### src/rtl/count_mon_pkg.sv
// Shared types and constants for the count monitor / 7-segment display slice.
// Optional step checking is enabled by defining STEP_CHECK_EN.
package count_mon_pkg;

  localparam int unsigned SEG_W     = 7;
  localparam int unsigned CNT_N_DEF = 16;
  localparam int unsigned CNT_W_DEF = 4;
  localparam int unsigned WRAP_W_DEF = 8;

  typedef enum logic [1:0] {
    ST_INIT  = 2'd0,
    ST_TRACK = 2'd1,
    ST_ERROR = 2'd2
  } state_t;

  localparam logic [SEG_W-1:0] SEG_BLANK = 7'h7F;
  localparam logic [SEG_W-1:0] SEG_E     = 7'h06;

  // Active-low {g,f,e,d,c,b,a} glyphs for 0..F
  localparam logic [SEG_W-1:0] HEX_SEG [16] = '{
    7'h40, 7'h79, 7'h24, 7'h30, 7'h19, 7'h12, 7'h02, 7'h78,
    7'h00, 7'h10, 7'h08, 7'h03, 7'h46, 7'h21, 7'h06, 7'h0E
  };

  function automatic logic [SEG_W-1:0] hex7(input logic [3:0] digit);
    return HEX_SEG[digit];
  endfunction

endpackage

### src/rtl/count_seg_display_if.sv
// Bundle between the upstream counter/controls and the display monitor.
interface count_seg_display_if #(
  parameter int unsigned WIDTH  = 4,
  parameter int unsigned WRAP_W = 8
);
  import count_mon_pkg::*;

  logic [WIDTH-1:0]  count_in;
  logic              hold;
  logic              clr_err;
  logic [SEG_W-1:0]  seg_n;
  logic              disp_valid;
  logic              wrap_pulse;
  logic [WRAP_W-1:0] wrap_cnt;
  logic              step_err;

  modport master (
    output count_in, hold, clr_err,
    input  seg_n, disp_valid, wrap_pulse, wrap_cnt, step_err
  );

  modport slave (
    input  count_in, hold, clr_err,
    output seg_n, disp_valid, wrap_pulse, wrap_cnt, step_err
  );

endinterface

### src/rtl/count_seg_display_hex_to_seg7.sv
// Combinational 4-bit hex to active-low 7-segment decoder.
module hex_to_seg7
  import count_mon_pkg::*;
(
  input  logic [3:0]       digit,
  output logic [SEG_W-1:0] seg_n_c
);

  assign seg_n_c = hex7(digit);

endmodule

### src/rtl/count_seg_display.sv
// Monitors an up-counter: registered hex display, wrap pulse/count, sticky step error.
// Step checking and the ERROR state exist only when STEP_CHECK_EN is defined.
module count_seg_display
  import count_mon_pkg::*;
#(
  parameter int unsigned COUNTER_NUMBER = CNT_N_DEF,
  parameter int unsigned WIDTH          = CNT_W_DEF,
  parameter int unsigned WRAP_W         = WRAP_W_DEF
) (
  input  logic               clk,
  input  logic               rst_n,
  count_seg_display_if.slave bus
);

  state_t            state_q, state_d;
  logic [WIDTH-1:0]  prev_q, prev_d;
  logic [SEG_W-1:0]  seg_q, seg_d;
  logic              valid_q, valid_d;
  logic              pulse_q, pulse_d;
  logic [WRAP_W-1:0] wcnt_q, wcnt_d;
  logic              err_q, err_d;

  logic [SEG_W-1:0]  digit_seg_c;
  logic              wrap_c;
  logic              step_ok_c;

  hex_to_seg7 u_dec (
    .digit   (4'(bus.count_in)),
    .seg_n_c (digit_seg_c)
  );

  // A wrap is only ever the exact N-1 -> 0 step, with or without checking
  assign wrap_c = (prev_q == WIDTH'(COUNTER_NUMBER - 1)) && (bus.count_in == '0);

`ifdef STEP_CHECK_EN
  logic in_range_c;
  logic inc_c;
  assign in_range_c = 32'(bus.count_in) < COUNTER_NUMBER;
  assign inc_c      = (bus.count_in == prev_q + WIDTH'(1)) &&
                      ((32'(prev_q) + 32'd1) < COUNTER_NUMBER);
  assign step_ok_c  = in_range_c && ((bus.count_in == prev_q) || inc_c || wrap_c);
`else
  assign step_ok_c  = 1'b1;
`endif

  // Next-state and next-output logic
  always_comb begin
    state_d = state_q;
    prev_d  = prev_q;
    seg_d   = seg_q;
    valid_d = valid_q;
    pulse_d = 1'b0;
    wcnt_d  = wcnt_q;
    err_d   = err_q;

    unique case (state_q)
      ST_INIT: begin
        prev_d  = bus.count_in;
        valid_d = 1'b1;
        state_d = ST_TRACK;
        if (!bus.hold) seg_d = digit_seg_c;
      end
      ST_TRACK: begin
        prev_d = bus.count_in;
        if (step_ok_c) begin
          if (!bus.hold) seg_d = digit_seg_c;
          if (wrap_c) begin
            pulse_d = 1'b1;
            wcnt_d  = wcnt_q + WRAP_W'(1);
          end
        end else begin
          err_d   = 1'b1;
          seg_d   = SEG_E;
          state_d = ST_ERROR;
        end
      end
      ST_ERROR: begin
        seg_d = SEG_E;
        if (bus.clr_err) begin
          err_d   = 1'b0;
          valid_d = 1'b0;
          state_d = ST_INIT;
        end
      end
      default: begin
        state_d = ST_INIT;
        valid_d = 1'b0;
      end
    endcase
  end

  always_ff @(posedge clk or negedge rst_n) begin
    if (!rst_n) begin
      state_q <= ST_INIT;
      prev_q  <= '0;
      seg_q   <= SEG_BLANK;
      valid_q <= 1'b0;
      pulse_q <= 1'b0;
      wcnt_q  <= '0;
      err_q   <= 1'b0;
    end else begin
      state_q <= state_d;
      prev_q  <= prev_d;
      seg_q   <= seg_d;
      valid_q <= valid_d;
      pulse_q <= pulse_d;
      wcnt_q  <= wcnt_d;
      err_q   <= err_d;
    end
  end

  assign bus.seg_n      = seg_q;
  assign bus.disp_valid = valid_q;
  assign bus.wrap_pulse = pulse_q;
  assign bus.wrap_cnt   = wcnt_q;
  assign bus.step_err   = err_q;

endmodule

### src/flat_wrapper.sv
// flat-port wrapper written by rule: the top's interface ports become plain ports
module count_seg_display_flat import count_mon_pkg::*;
#(
  parameter int unsigned COUNTER_NUMBER = CNT_N_DEF,
  parameter int unsigned WIDTH          = CNT_W_DEF,
  parameter int unsigned WRAP_W         = WRAP_W_DEF
)
  (clk, rst_n, bus_count_in, bus_hold, bus_clr_err, bus_seg_n, bus_disp_valid, bus_wrap_pulse, bus_wrap_cnt, bus_step_err);
  count_seg_display_if #(.WIDTH(WIDTH), .WRAP_W(WRAP_W)) bus_i ();
  input  logic clk;
  input  logic rst_n;
  input wire logic [$bits(bus_i.count_in)-1:0] bus_count_in;
  input wire logic [$bits(bus_i.hold)-1:0] bus_hold;
  input wire logic [$bits(bus_i.clr_err)-1:0] bus_clr_err;
  output wire logic [$bits(bus_i.seg_n)-1:0] bus_seg_n;
  output wire logic [$bits(bus_i.disp_valid)-1:0] bus_disp_valid;
  output wire logic [$bits(bus_i.wrap_pulse)-1:0] bus_wrap_pulse;
  output wire logic [$bits(bus_i.wrap_cnt)-1:0] bus_wrap_cnt;
  output wire logic [$bits(bus_i.step_err)-1:0] bus_step_err;
  assign bus_i.count_in = bus_count_in;
  assign bus_i.hold = bus_hold;
  assign bus_i.clr_err = bus_clr_err;
  assign bus_seg_n = bus_i.seg_n;
  assign bus_disp_valid = bus_i.disp_valid;
  assign bus_wrap_pulse = bus_i.wrap_pulse;
  assign bus_wrap_cnt = bus_i.wrap_cnt;
  assign bus_step_err = bus_i.step_err;
  count_seg_display #(.COUNTER_NUMBER(COUNTER_NUMBER), .WIDTH(WIDTH), .WRAP_W(WRAP_W)) u_core (.clk(clk), .rst_n(rst_n), .bus(bus_i));
endmodule
### config.mk
export PLATFORM = sky130hd
export DESIGN_NAME = count_seg_display_flat
export DESIGN_NICKNAME = d
export VERILOG_FILES = /design/src/rtl/count_mon_pkg.sv /design/src/rtl/count_seg_display_if.sv /design/src/rtl/count_seg_display_hex_to_seg7.sv /design/src/rtl/count_seg_display.sv /design/src/flat_wrapper.sv
export SDC_FILE = /design/constraint.sdc
export NUM_CORES = 1
export LEC_CHECK = 0
export ABC_AREA = 1
export CAP_MARGIN = 20
export CORE_AREA = 2 2 66 68
export CTS_BUF_LIST = sky130_fd_sc_hd__clkbuf_2 sky130_fd_sc_hd__clkbuf_4 sky130_fd_sc_hd__clkbuf_8
export DETAILED_ROUTE_END_ITERATION = 10
export DIE_AREA = 0 0 68 70
export PLACE_DENSITY_LB_ADDON = 0.05
export SETUP_SLACK_MARGIN = 0.02
export SYNTH_ARGS = -nofsm -noshare
export SYNTH_HDL_FRONTEND = slang
export SYNTH_SLANG_ARGS = --single-unit
### constraint.sdc
create_clock -name clk -period 2.4 [get_ports clk]
set_input_delay 0.48 -clock clk [delete_from_list [all_inputs] [get_ports clk]]
set_output_delay 0.48 -clock clk [all_outputs]
set_load 0.005 [all_outputs]
==> reports/summary.txt <==
Crit Path Max Fanout - 9
Post-synthesis compound-gate area fraction - 0.05106
Dpl ws - 0.2135 ns
Post CTS Setup Buffer Count - 0
Fill cells - 450
Clk Latency, worst-skew pair - 0.25 ns
Sink Count - 21
All-layer global routing usage - 0.1082
Leakage power - 0.0007143 uW
Post-synth EDFFs - 0
Yosys warning count - 0
# resized after CTS - 0
Mapped Area - 1176 um^2
Ranking of synthesized cells by area - dfrtp_1 (30%), nand2_1 (16%), dfstp_2 (16%), ha_1 (8.5%), inv_1 (4.5%)
Root Driver - clkbuf_8
Path type of the worst setup path - in2reg
Routed vias/inst - 4.184
Clock network power share - 0.315
Slowest stage cell, crit path - clkdlybuf4s50_1
Main combinational cell family by area after synthesis - simple AND/OR/NAND/NOR gates
Post-CTS Hold Buffers - 0
Total gr overflow - 0
Setup violators final - 0
Post-route minimum period - 1.882 ns
Worst Path Buf+Inv - 4
RSZ-0062 raised after global routing - no
Worst Path Required - 2.55 ns
Worst VDD drop - 0.1622 mV
Non-Filler Instances - 223
Top cell type's share of synthesized area - 0.2979
Area Growth Syn to Fin - 29.15%
Placed insts - 219
Final GP Congestion - 0.7701
Sw Pwr - 177.7 uW
PnR worst setup slack - 0.5180 ns
Vias in the first global route - 851
Post-synth top flop - dfrtp_1
Worst Hold Class - reg2reg
First-pass detailed-route iteration total - 4
Total wire length - 2303 um
Post-synthesis adder-cell area fraction - 0.08511
CP most frequent cell - inv_1
Max-cap viol count - 0
Sw Ratio - 0.2362
Crit path largest cell delay - 0.41 ns
Internal power - 574.6 uW
Max Fclk - 0.5313 GHz
Area of the multi-input gates - 539.3 um^2
HPWL Detailed - 1804 um
Starting DRT DRC Count - 30
Synth cell types - 24
Final ANT Viol Nets - 0
Mux share of post-synthesis cell area - 0
First-pass GRT wire length - 3884 um
H-tree Lvls - 1
Synth Area in XOR/XNOR - 0.03617
Final nets - 188
Cells after Synth - 143
N_diodes - 0
Final setup TNS - 0 ns
Synth Area in Simple Gates - 0.2798
Initial core utilization - 0.2838
Layout cell share with drive strength beyond 1 - 0.1345
Post-synth top area cell - dfrtp_1
Fin crit share - 0.7842
Worst setup EP type - flop
Seq/Total Area, Yosys - 0.4543
Critical Path, Cell by Cell - clkdlybuf4s50_1, inv_1, ha_1, inv_1, nor2_4, nand2_2, nor2_4, inv_1, nand2_1, o21ai_1
Hold Vio Cnt, Final - 0
Clock Tree Buf Depth - 2
Syn_nets - 159
CP Launch Type - input pin
Full die area - 4760 um^2
Final setup skew - 0.0002245 ns
Sequential Power Share - 0.527
Post-route DRC - 0
Core area - 4144 um^2
Initial antenna violation count - 0
Final Util - 0.3665
Comb power frac - 0.158
WP data arrival - 2.03 ns
Reg clk slew, reported paths - 0.07 ns
IO Count - 26
Overall Power - 752.3 uW
Total power per unit cell area - 495.3 nW/um^2
Total clock buffers created by CTS - 3
Routed len/inst - 10.33 um
Outcome - finished, final reports clean
Port buffer count - 23
Row Count - 24
CTS tree - built
Async SR Flop Fraction - 1.000
Largest net degree at the start of global routing - 22
Die X - 68 um
Most common cell in the netlist - nand2_1
Yosys reg bits - 21
Register Area - 534.3 um^2
Syn avg cell area - 8.225 um^2
Final Max Slew Viols - 0
Crit path max-delay family - buffers and inverters
DIE HEIGHT - 70 um
List of most frequent post-synthesis cells - nand2_1 (50), dfrtp_1 (14), inv_1 (14)
Via count - 933
## worst min-delay path, cell delays in order, from the launching register on
cell	delay, ns
dfstp_2	0.37
nand2_1	0.05
nand2_1	0.05
## metrics by stage
stage               hold WS, ns  instance area, um^2
floorplan                0.1844                 1176
global placement         0.4603                 1470
global route             0.4857                 1519
finish                   0.4686                 1519
CTS                      0.4702                 1519
detailed placement       0.4568                 1470
## layer usage
metal	routed length, um	global-route usage	vias to the layer above
li1	-	-	491
met1	1030	0.1305	422
met3	80	0.01932	5
met5	0	0	-
met2	1136	0.1802	15
met4	55	0.05333	0
## layout by cell type, fill, tap and decap left out
cell type,netlist,final
clkbuf_8,0,3
nand2_1,50,50
inv_1,14,14
nor3_1,1,1
nand3b_1,1,1
a31oi_1,2,2
inv_2,1,1
dfstp_2,7,7
xor2_2,1,1
nand2_2,1,1
nor2_1,13,13
nor2_4,3,3
xor2_1,2,2
clkbuf_4,0,1
nand3_1,8,8
dfrtp_1,14,14
o211ai_1,1,1
a21oi_1,3,3
o21ai_1,2,2
ha_1,8,8
o21ai_0,3,3
buf_4,1,6
conb_1,2,2
xnor2_1,1,1
clkdlybuf4s50_1,0,23
## sequential cells by signal (all words and copies together) (netlist names)
register and count:
u_core.prev_q 4, u_core.bus.seg_n 7, u_core.bus.wrap_pulse 1, u_core.bus.wrap_cnt 8
u_core.bus.disp_valid 1
## kinds of logic after synthesis
kind of cell	Yosys count
and+or+nand+nor	77
DFF	21
buffers and inverters	20
AOI/OAI and AO/OA	11
adders and majority gates	8
xor gates and xnor gates	4
other	2
## worst paths after layout
kind	cells after the start	endpoint	start	slack, ns
min	2	u_core.bus.seg_n[0]	u_core.bus.seg_n[0]	0.47
max	10	u_core.bus.wrap_cnt[2]	bus_count_in[0]	0.52
max in group asynchronous	2	u_core.bus.seg_n[4]	rst_n	1.55
min in group asynchronous	2	u_core.bus.wrap_cnt[2]	rst_n	0.57
min reg2reg	2	u_core.bus.seg_n[0]	u_core.bus.seg_n[0]	0.47
max reg2reg	6	u_core.bus.wrap_cnt[6]	u_core.bus.wrap_cnt[0]	1.07
## layout make-up
cell class / count / area share
clock buffer: 4 / 0.03213
inverter: 15 / 0.03707
multi-input combinational: 102 / 0.3550
sequential: 21 / 0.3517
tap: 52 / 0.04283
timing repair buffer: 29 / 0.1812
## power by group through the flow
stage | clock network [uW] | logic [uW] | registers [uW]
final | 237 | 119 | 396
after global routing | 269 | 134 | 399
after CTS | 249 | 121 | 396
after detailed placement | 0 | 121 | 403
after global placement | 0 | 121 | 403
after floorplan | 0 | 54.4 | 403
Power figures use the tool's default switching activity.
